$ cat src/rtl/request_unit_pkg.sv
// rtl/request_unit_pkg.sv - shared types for the request sequencer: FSM state encoding and word width
package cpu_types_pkg;

    localparam int WORD_W = 32;

    typedef enum logic [1:0] {
        FETCH  = 2'd0,
        MEM    = 2'd1,
        HALTED = 2'd2
    } reqstate_t;

endpackage

$ cat src/rtl/request_unit_if.sv
// rtl/request_unit_if.sv - decoder/memory-side handshake bundle of request_unit
interface request_unit_if;
    import cpu_types_pkg::*;

    logic              dcuREN;
    logic              dcuWEN;
    logic              cu_halt;
    logic              ihit;
    logic              dhit;
    logic              imemREN;
    logic              dmemREN;
    logic              dmemWEN;
    logic              pc_en;
    logic              halt;
    logic              mem_timeout;
    logic [WORD_W-1:0] instr_cnt;
    logic [WORD_W-1:0] stall_cnt;

    modport master (
        input  dcuREN, dcuWEN, cu_halt, ihit, dhit,
        output imemREN, dmemREN, dmemWEN, pc_en, halt, mem_timeout,
        output instr_cnt, stall_cnt
    );

    modport slave (
        output dcuREN, dcuWEN, cu_halt, ihit, dhit,
        input  imemREN, dmemREN, dmemWEN, pc_en, halt, mem_timeout,
        input  instr_cnt, stall_cnt
    );

endinterface

$ cat src/rtl/request_unit_sat_counter.sv
// rtl/request_unit_sat_counter.sv - W-bit counter with synchronous clear, enable and saturation at all-ones
module sat_counter #(
    parameter int W = 8
) (
    input  logic         clk,
    input  logic         rst_n,
    input  logic         clr_i,
    input  logic         en_i,
    output logic [W-1:0] count_o
);

    logic [W-1:0] count_q;
    logic [W-1:0] count_d;

    always_comb begin
        count_d = count_q;
        if (clr_i) begin
            count_d = '0;
        end else if (en_i && (count_q != {W{1'b1}})) begin
            count_d = count_q + W'(1);
        end
    end

    always_ff @(posedge clk or negedge rst_n) begin
        if (!rst_n) begin
            count_q <= '0;
        end else begin
            count_q <= count_d;
        end
    end

    assign count_o = count_q;

endmodule

$ cat src/rtl/request_unit.sv
// rtl/request_unit.sv - fetch/data memory request sequencer with sticky halt and data-access timeout
// Optional performance counters (instr_cnt/stall_cnt) are built when REQ_PERF_CNT_EN is defined.
module request_unit
    import cpu_types_pkg::*;
#(
    parameter int MEM_TIMEOUT = 255,
    parameter int TO_W        = 8
) (
    input  logic          CLK,
    input  logic          nRST,
    request_unit_if.master bus
);

    localparam logic [TO_W:0] TO_LIMIT = (TO_W+1)'(MEM_TIMEOUT);
    localparam bit            TO_EN    = (MEM_TIMEOUT != 0);

    reqstate_t      state_q, state_d;
    logic           imemren_q, imemren_d;
    logic           dmemren_q, dmemren_d;
    logic           dmemwen_q, dmemwen_d;
    logic           timeout_q, timeout_d;
    logic           pc_en_c;
    logic           mem_start;
    logic           mem_wait;
    logic           to_reach;
    logic [TO_W-1:0] to_cnt;

    always_comb begin
        state_d   = state_q;
        imemren_d = imemren_q;
        dmemren_d = dmemren_q;
        dmemwen_d = dmemwen_q;
        pc_en_c   = 1'b0;
        mem_start = 1'b0;
        case (state_q)
            FETCH: begin
                if (bus.ihit) begin
                    if (bus.cu_halt) begin
                        state_d   = HALTED;
                        imemren_d = 1'b0;
                    end else if (bus.dcuREN || bus.dcuWEN) begin
                        // a load and store together keeps only the load
                        state_d   = MEM;
                        imemren_d = 1'b0;
                        dmemren_d = bus.dcuREN;
                        dmemwen_d = bus.dcuWEN & ~bus.dcuREN;
                        mem_start = 1'b1;
                    end else begin
                        pc_en_c = 1'b1;
                    end
                end
            end
            MEM: begin
                if (bus.dhit) begin
                    pc_en_c   = 1'b1;
                    state_d   = FETCH;
                    imemren_d = 1'b1;
                    dmemren_d = 1'b0;
                    dmemwen_d = 1'b0;
                end
            end
            HALTED: begin
                imemren_d = 1'b0;
                dmemren_d = 1'b0;
                dmemwen_d = 1'b0;
            end
            default: begin
                state_d   = FETCH;
                imemren_d = 1'b1;
                dmemren_d = 1'b0;
                dmemwen_d = 1'b0;
            end
        endcase
    end

    assign mem_wait = (state_q == MEM) && !bus.dhit;

    sat_counter #(
        .W (TO_W)
    ) u_to_cnt (
        .clk     (CLK),
        .rst_n   (nRST),
        .clr_i   (mem_start),
        .en_i    (mem_wait),
        .count_o (to_cnt)
    );

    // Flag rises on the edge the counter would step onto the limit, so a dhit that cycle wins.
    assign to_reach  = TO_EN && mem_wait && (({1'b0, to_cnt} + (TO_W+1)'(1)) == TO_LIMIT);
    assign timeout_d = timeout_q | to_reach;

    always_ff @(posedge CLK or negedge nRST) begin
        if (!nRST) begin
            state_q   <= FETCH;
            imemren_q <= 1'b1;
            dmemren_q <= 1'b0;
            dmemwen_q <= 1'b0;
            timeout_q <= 1'b0;
        end else begin
            state_q   <= state_d;
            imemren_q <= imemren_d;
            dmemren_q <= dmemren_d;
            dmemwen_q <= dmemwen_d;
            timeout_q <= timeout_d;
        end
    end

    assign bus.imemREN     = imemren_q;
    assign bus.dmemREN     = dmemren_q;
    assign bus.dmemWEN     = dmemwen_q;
    assign bus.pc_en       = nRST & pc_en_c;
    assign bus.halt        = (state_q == HALTED);
    assign bus.mem_timeout = timeout_q;

`ifdef REQ_PERF_CNT_EN
    logic [WORD_W-1:0] instr_cnt_q;
    logic [WORD_W-1:0] stall_cnt_q;

    always_ff @(posedge CLK or negedge nRST) begin
        if (!nRST) begin
            instr_cnt_q <= '0;
            stall_cnt_q <= '0;
        end else begin
            if (pc_en_c) begin
                instr_cnt_q <= instr_cnt_q + WORD_W'(1);
            end
            if (state_q == MEM) begin
                stall_cnt_q <= stall_cnt_q + WORD_W'(1);
            end
        end
    end

    assign bus.instr_cnt = instr_cnt_q;
    assign bus.stall_cnt = stall_cnt_q;
`else
    assign bus.instr_cnt = '0;
    assign bus.stall_cnt = '0;
`endif

endmodule

$ cat src/flat_wrapper.sv
// flat-port wrapper written by rule: the top's interface ports become plain ports
module request_unit_flat import cpu_types_pkg::*;
#(
    parameter int MEM_TIMEOUT = 255,
    parameter int TO_W        = 8
)
  (CLK, nRST, bus_dcuREN, bus_dcuWEN, bus_cu_halt, bus_ihit, bus_dhit, bus_imemREN, bus_dmemREN, bus_dmemWEN, bus_pc_en, bus_halt, bus_mem_timeout, bus_instr_cnt, bus_stall_cnt);
  request_unit_if bus_i ();
  input  logic CLK;
  input  logic nRST;
  input wire logic [$bits(bus_i.dcuREN)-1:0] bus_dcuREN;
  input wire logic [$bits(bus_i.dcuWEN)-1:0] bus_dcuWEN;
  input wire logic [$bits(bus_i.cu_halt)-1:0] bus_cu_halt;
  input wire logic [$bits(bus_i.ihit)-1:0] bus_ihit;
  input wire logic [$bits(bus_i.dhit)-1:0] bus_dhit;
  output wire logic [$bits(bus_i.imemREN)-1:0] bus_imemREN;
  output wire logic [$bits(bus_i.dmemREN)-1:0] bus_dmemREN;
  output wire logic [$bits(bus_i.dmemWEN)-1:0] bus_dmemWEN;
  output wire logic [$bits(bus_i.pc_en)-1:0] bus_pc_en;
  output wire logic [$bits(bus_i.halt)-1:0] bus_halt;
  output wire logic [$bits(bus_i.mem_timeout)-1:0] bus_mem_timeout;
  output wire logic [$bits(bus_i.instr_cnt)-1:0] bus_instr_cnt;
  output wire logic [$bits(bus_i.stall_cnt)-1:0] bus_stall_cnt;
  assign bus_i.dcuREN = bus_dcuREN;
  assign bus_i.dcuWEN = bus_dcuWEN;
  assign bus_i.cu_halt = bus_cu_halt;
  assign bus_i.ihit = bus_ihit;
  assign bus_i.dhit = bus_dhit;
  assign bus_imemREN = bus_i.imemREN;
  assign bus_dmemREN = bus_i.dmemREN;
  assign bus_dmemWEN = bus_i.dmemWEN;
  assign bus_pc_en = bus_i.pc_en;
  assign bus_halt = bus_i.halt;
  assign bus_mem_timeout = bus_i.mem_timeout;
  assign bus_instr_cnt = bus_i.instr_cnt;
  assign bus_stall_cnt = bus_i.stall_cnt;
  request_unit #(.MEM_TIMEOUT(MEM_TIMEOUT), .TO_W(TO_W)) u_core (.CLK(CLK), .nRST(nRST), .bus(bus_i));
endmodule
$ cat config.mk
export PLATFORM = sky130hd
export DESIGN_NAME = request_unit_flat
export DESIGN_NICKNAME = d
export VERILOG_FILES = /design/src/rtl/request_unit_pkg.sv /design/src/rtl/request_unit_if.sv /design/src/rtl/request_unit_sat_counter.sv /design/src/rtl/request_unit.sv /design/src/flat_wrapper.sv
export SDC_FILE = /design/constraint.sdc
export NUM_CORES = 1
export LEC_CHECK = 0
export CORE_AREA = 2 2 60 62
export DETAILED_ROUTE_END_ITERATION = 8
export DIE_AREA = 0 0 62 64
export GPL_TIMING_DRIVEN = 0
export MAX_ROUTING_LAYER = met4
export PLACE_DENSITY = 0.95
export SLEW_MARGIN = 20
export SYNTH_ARGS = -nofsm -noshare
export SYNTH_HDL_FRONTEND = slang
export SYNTH_SLANG_ARGS = --single-unit
$ cat constraint.sdc
create_clock -name CLK -period 2.4 [get_ports CLK]
set_input_delay 0.36 -clock CLK [delete_from_list [all_inputs] [get_ports CLK]]
set_output_delay 0.36 -clock CLK [all_outputs]
set_load 0.02 [all_outputs]
==> reports/qor.yml <==
ys_ff_latch: 14
status: "finished clean"
rows: 21
drt_iter0_drc: 37
postRouteAntennaNets: 0
slew_violations: 0
setup_viol: 0
syn_area_per_cell_sq_um: 8.750
reg2reg_from: "u_core.u_to_cnt.count_o[0]$_DFFE_PN0P_"
placed_cells: 271
portBuffers: 12
crit_path_start_kind: "input port"
fin_crit_ns: 2.176
multiInputGateArea_sq_um: 688.2
grt_max_degree: 16
place_congestion: 0.7703
relSlewSlack_pct: 55.76
dp_hpwl_um: 1986
final_util_pct: 53.60
syn_area_sq_um: 1313
crit_slowest_cell: "clkdlybuf4s50_1"
synth_cell_types: 40
overflow: 0
dr.pass1.iters: 3
crit_start: "bus_cu_halt"
grt_pass1_vias: 904
grtUsageTotal_pct: 12.35
diodes: 0
post-route-period-util_pct: 90.67
synthArstFlopShare_pct: 100.0
clockBufferDepth: 2
r2r_slack_ns: 0.53
initial_utilization_pct: 39.96
hold_ws_ns: 0.2063
routed_wl_um: 2368
ys_seq_area_share_pct: 26.79
drive_gt1_share_pct: 34.50
worst_pin_slew_ns: 0.6636
hold_viol: 0
clock_sinks: 14
synth_edf_count: 0
power.density_nw_per_um2: 672.2
post-cts-setup-buffer-count: 0
arrival_ns: 1.82
worstSetupPathType: "in -> out"
r2r_cells: 5
grt_pass1_wl_um: 3650
drc: 0
chipHeight_um: 64
crit_fanout: 5
timing.rr.end: "u_core.u_to_cnt.count_o[4]$_DFFE_PN0P_"
insertion_delay_ns: 0.28
path_cells: "clkdlybuf4s50_1 -> nor3_2 -> a31oi_1 -> nor3b_1 -> dlygate4sd2_1"
avgRoutedWirePerCell_um: 8.611
cp.required_ns: 2.04
layout.cells.non_filler: 275
hold_path_class: "in -> async"
synthFlopType: "dfrtp_1"
pre_cts_slack_ns: -0.1258
max_clock_freq_mhz: 459.5
io_pins: 77
synth_cells: 150
n_fill_cell: 301
grt_setup_unrepaired: "no"
synth-warning-count: 0
area_delta_synth_final_pct: 34.13
slowest_delay_ns: 0.49
clk_pin_slew_worst_paths_ns: 0.09
cts.htree.levels: 1
cts_root_buffer: "clkbuf_4"
fp.dieW_um: 62
vias: 1042
cts_made_buffers: 3
antenna_found_initial: 0
nets: 239
leakage_nw: 0.9754
cts_tree: "built"
fin_skew_ns: 0.001833
regArea_sq_um: 351.6
core_sq_um: 3284
layout_setup_ws_ns: 0.2239
cap_violations: 0
end_kind: "output port"
via_per_inst: 3.789
ir_drop_mv: 0.2068
dieArea_sq_um: 3968
-- worst max-delay path by stage --
stage | endpoint | slack (ns) | cells past startpoint
floorplan | bus_pc_en | 0.68 | 4
global placement | bus_pc_en | -0.11 | 3
detailed placement | bus_pc_en | -0.13 | 3
CTS | bus_pc_en | 0.22 | 5
global route | bus_pc_en | 0.07 | 5
finish | bus_pc_en | 0.22 | 5
-- synthesized netlist by cell type, types with 2 or more instances --
cell       number  area [sq um]
dfrtp_1        13         325.3
a31oi_1         2         12.51
inv_1           5         18.77
nor2_1          7         26.28
o21a_1          2         15.01
ha_1            2         25.02
buf_2           2         10.01
o21ai_0         3         15.01
o21ai_1         2         10.01
o2bb2ai_1       3         26.28
buf_4          64         480.5
mux2i_1         2         20.02
xnor2_1         3         26.28
nand3_1         4         20.02
a21oi_1         6         30.03
nand4_1         2         12.51
nand2_1         4         15.01
nor2b_1         2         12.51
-- placed cells by master (no fill, tap or decap), types with 2 or more instances in the layout --
cell type / n
o21a_1: 2
o2bb2ai_1: 3
clkbuf_4: 3
dfrtp_1: 13
inv_1: 5
mux2i_1: 2
ha_1: 2
nor2b_1: 2
o21ai_0: 3
conb_1: 64
dlygate4sd2_1: 2
buf_4: 64
nor2_1: 7
clkdlybuf4s50_1: 10
nand2_1: 4
o21ai_1: 2
nand4_1: 2
a31oi_1: 2
buf_2: 2
nand3_1: 4
a21oi_1: 6
xnor2_1: 3
-- area by class of cell --
type | instances | share of cell area (%)
sequential | 14 | 19.97
inverter | 5 | 1.066
timing repair buffer | 12 | 6.681
buffer | 66 | 27.86
clock buffer | 4 | 2.061
tap | 46 | 3.269
multi-input combinational | 128 | 39.09
-- timing repair --
action                                  in CTS  in global routing
hold buffers                                 0                  0
endpoints found under the setup margin       1                  0
gates resized for setup                      2                  0
-- where the power goes --
group	switching [W]	total (W)	internal (W)
combinational	0.000361	0.000642	0.000281
sequential	0.0000606	0.000368	0.000307
clock	0.0000816	0.000174	0.0000924
total	0.000503	0.00118	0.000680
-- layer usage --
layer	GRT usage (%)	up-vias	part of all wire [%]
met2	21.61	46	52
met4	5.053	0	2.2
li1	-	534	-
met1	12.02	455	37
met5	-	-	0
met3	4.049	7	9.0
-- worst max-delay path: cells and delay by family --
family / cells / cell delay [ns]
AO/OA/AOI/OAI: 1 / 0.13
buffers and inverters: 2 / 0.84
AND/OR/NAND/NOR: 2 / 0.48
-- state kept, by name, summed over array words and instances (netlist names) --
name / count
u_core.bus.dmemWEN: 1
u_core.u_to_cnt.count_o: 8
u_core.bus.dmemREN: 1
u_core.bus.mem_timeout: 1
u_core.bus.imemREN: 1
u_core.state_q: 2
-- cells by family (layout without fill, tap and decap cells) --
group,after synthesis,in the layout,share of synthesized area [%]
mux,3,3,2.383
fa+ha+maj,2,2,1.906
xor+xnor,4,4,2.670
other cells,1,64,0.2857
flops,14,14,26.79
compound gates,24,24,12.39
buf+inv,71,87,38.80
simple gates,31,31,14.78
-- stage by stage --
| stage | total power [W] | area [sq um] | TNS (ns) |
|---|---|---|---|
| global route | 0.001261 | 1760 | 0 |
| detailed placement | 0.001008 | 1727 | -0.1258 |
| floorplan | 0.0008579 | 1549 | 0 |
| CTS | 0.001182 | 1760 | 0 |
| finish | 0.001183 | 1760 | 0 |
| global placement | 0.0009870 | 1727 | -0.1148 |
No activity file was read; power rests on OpenSTA's default activity.
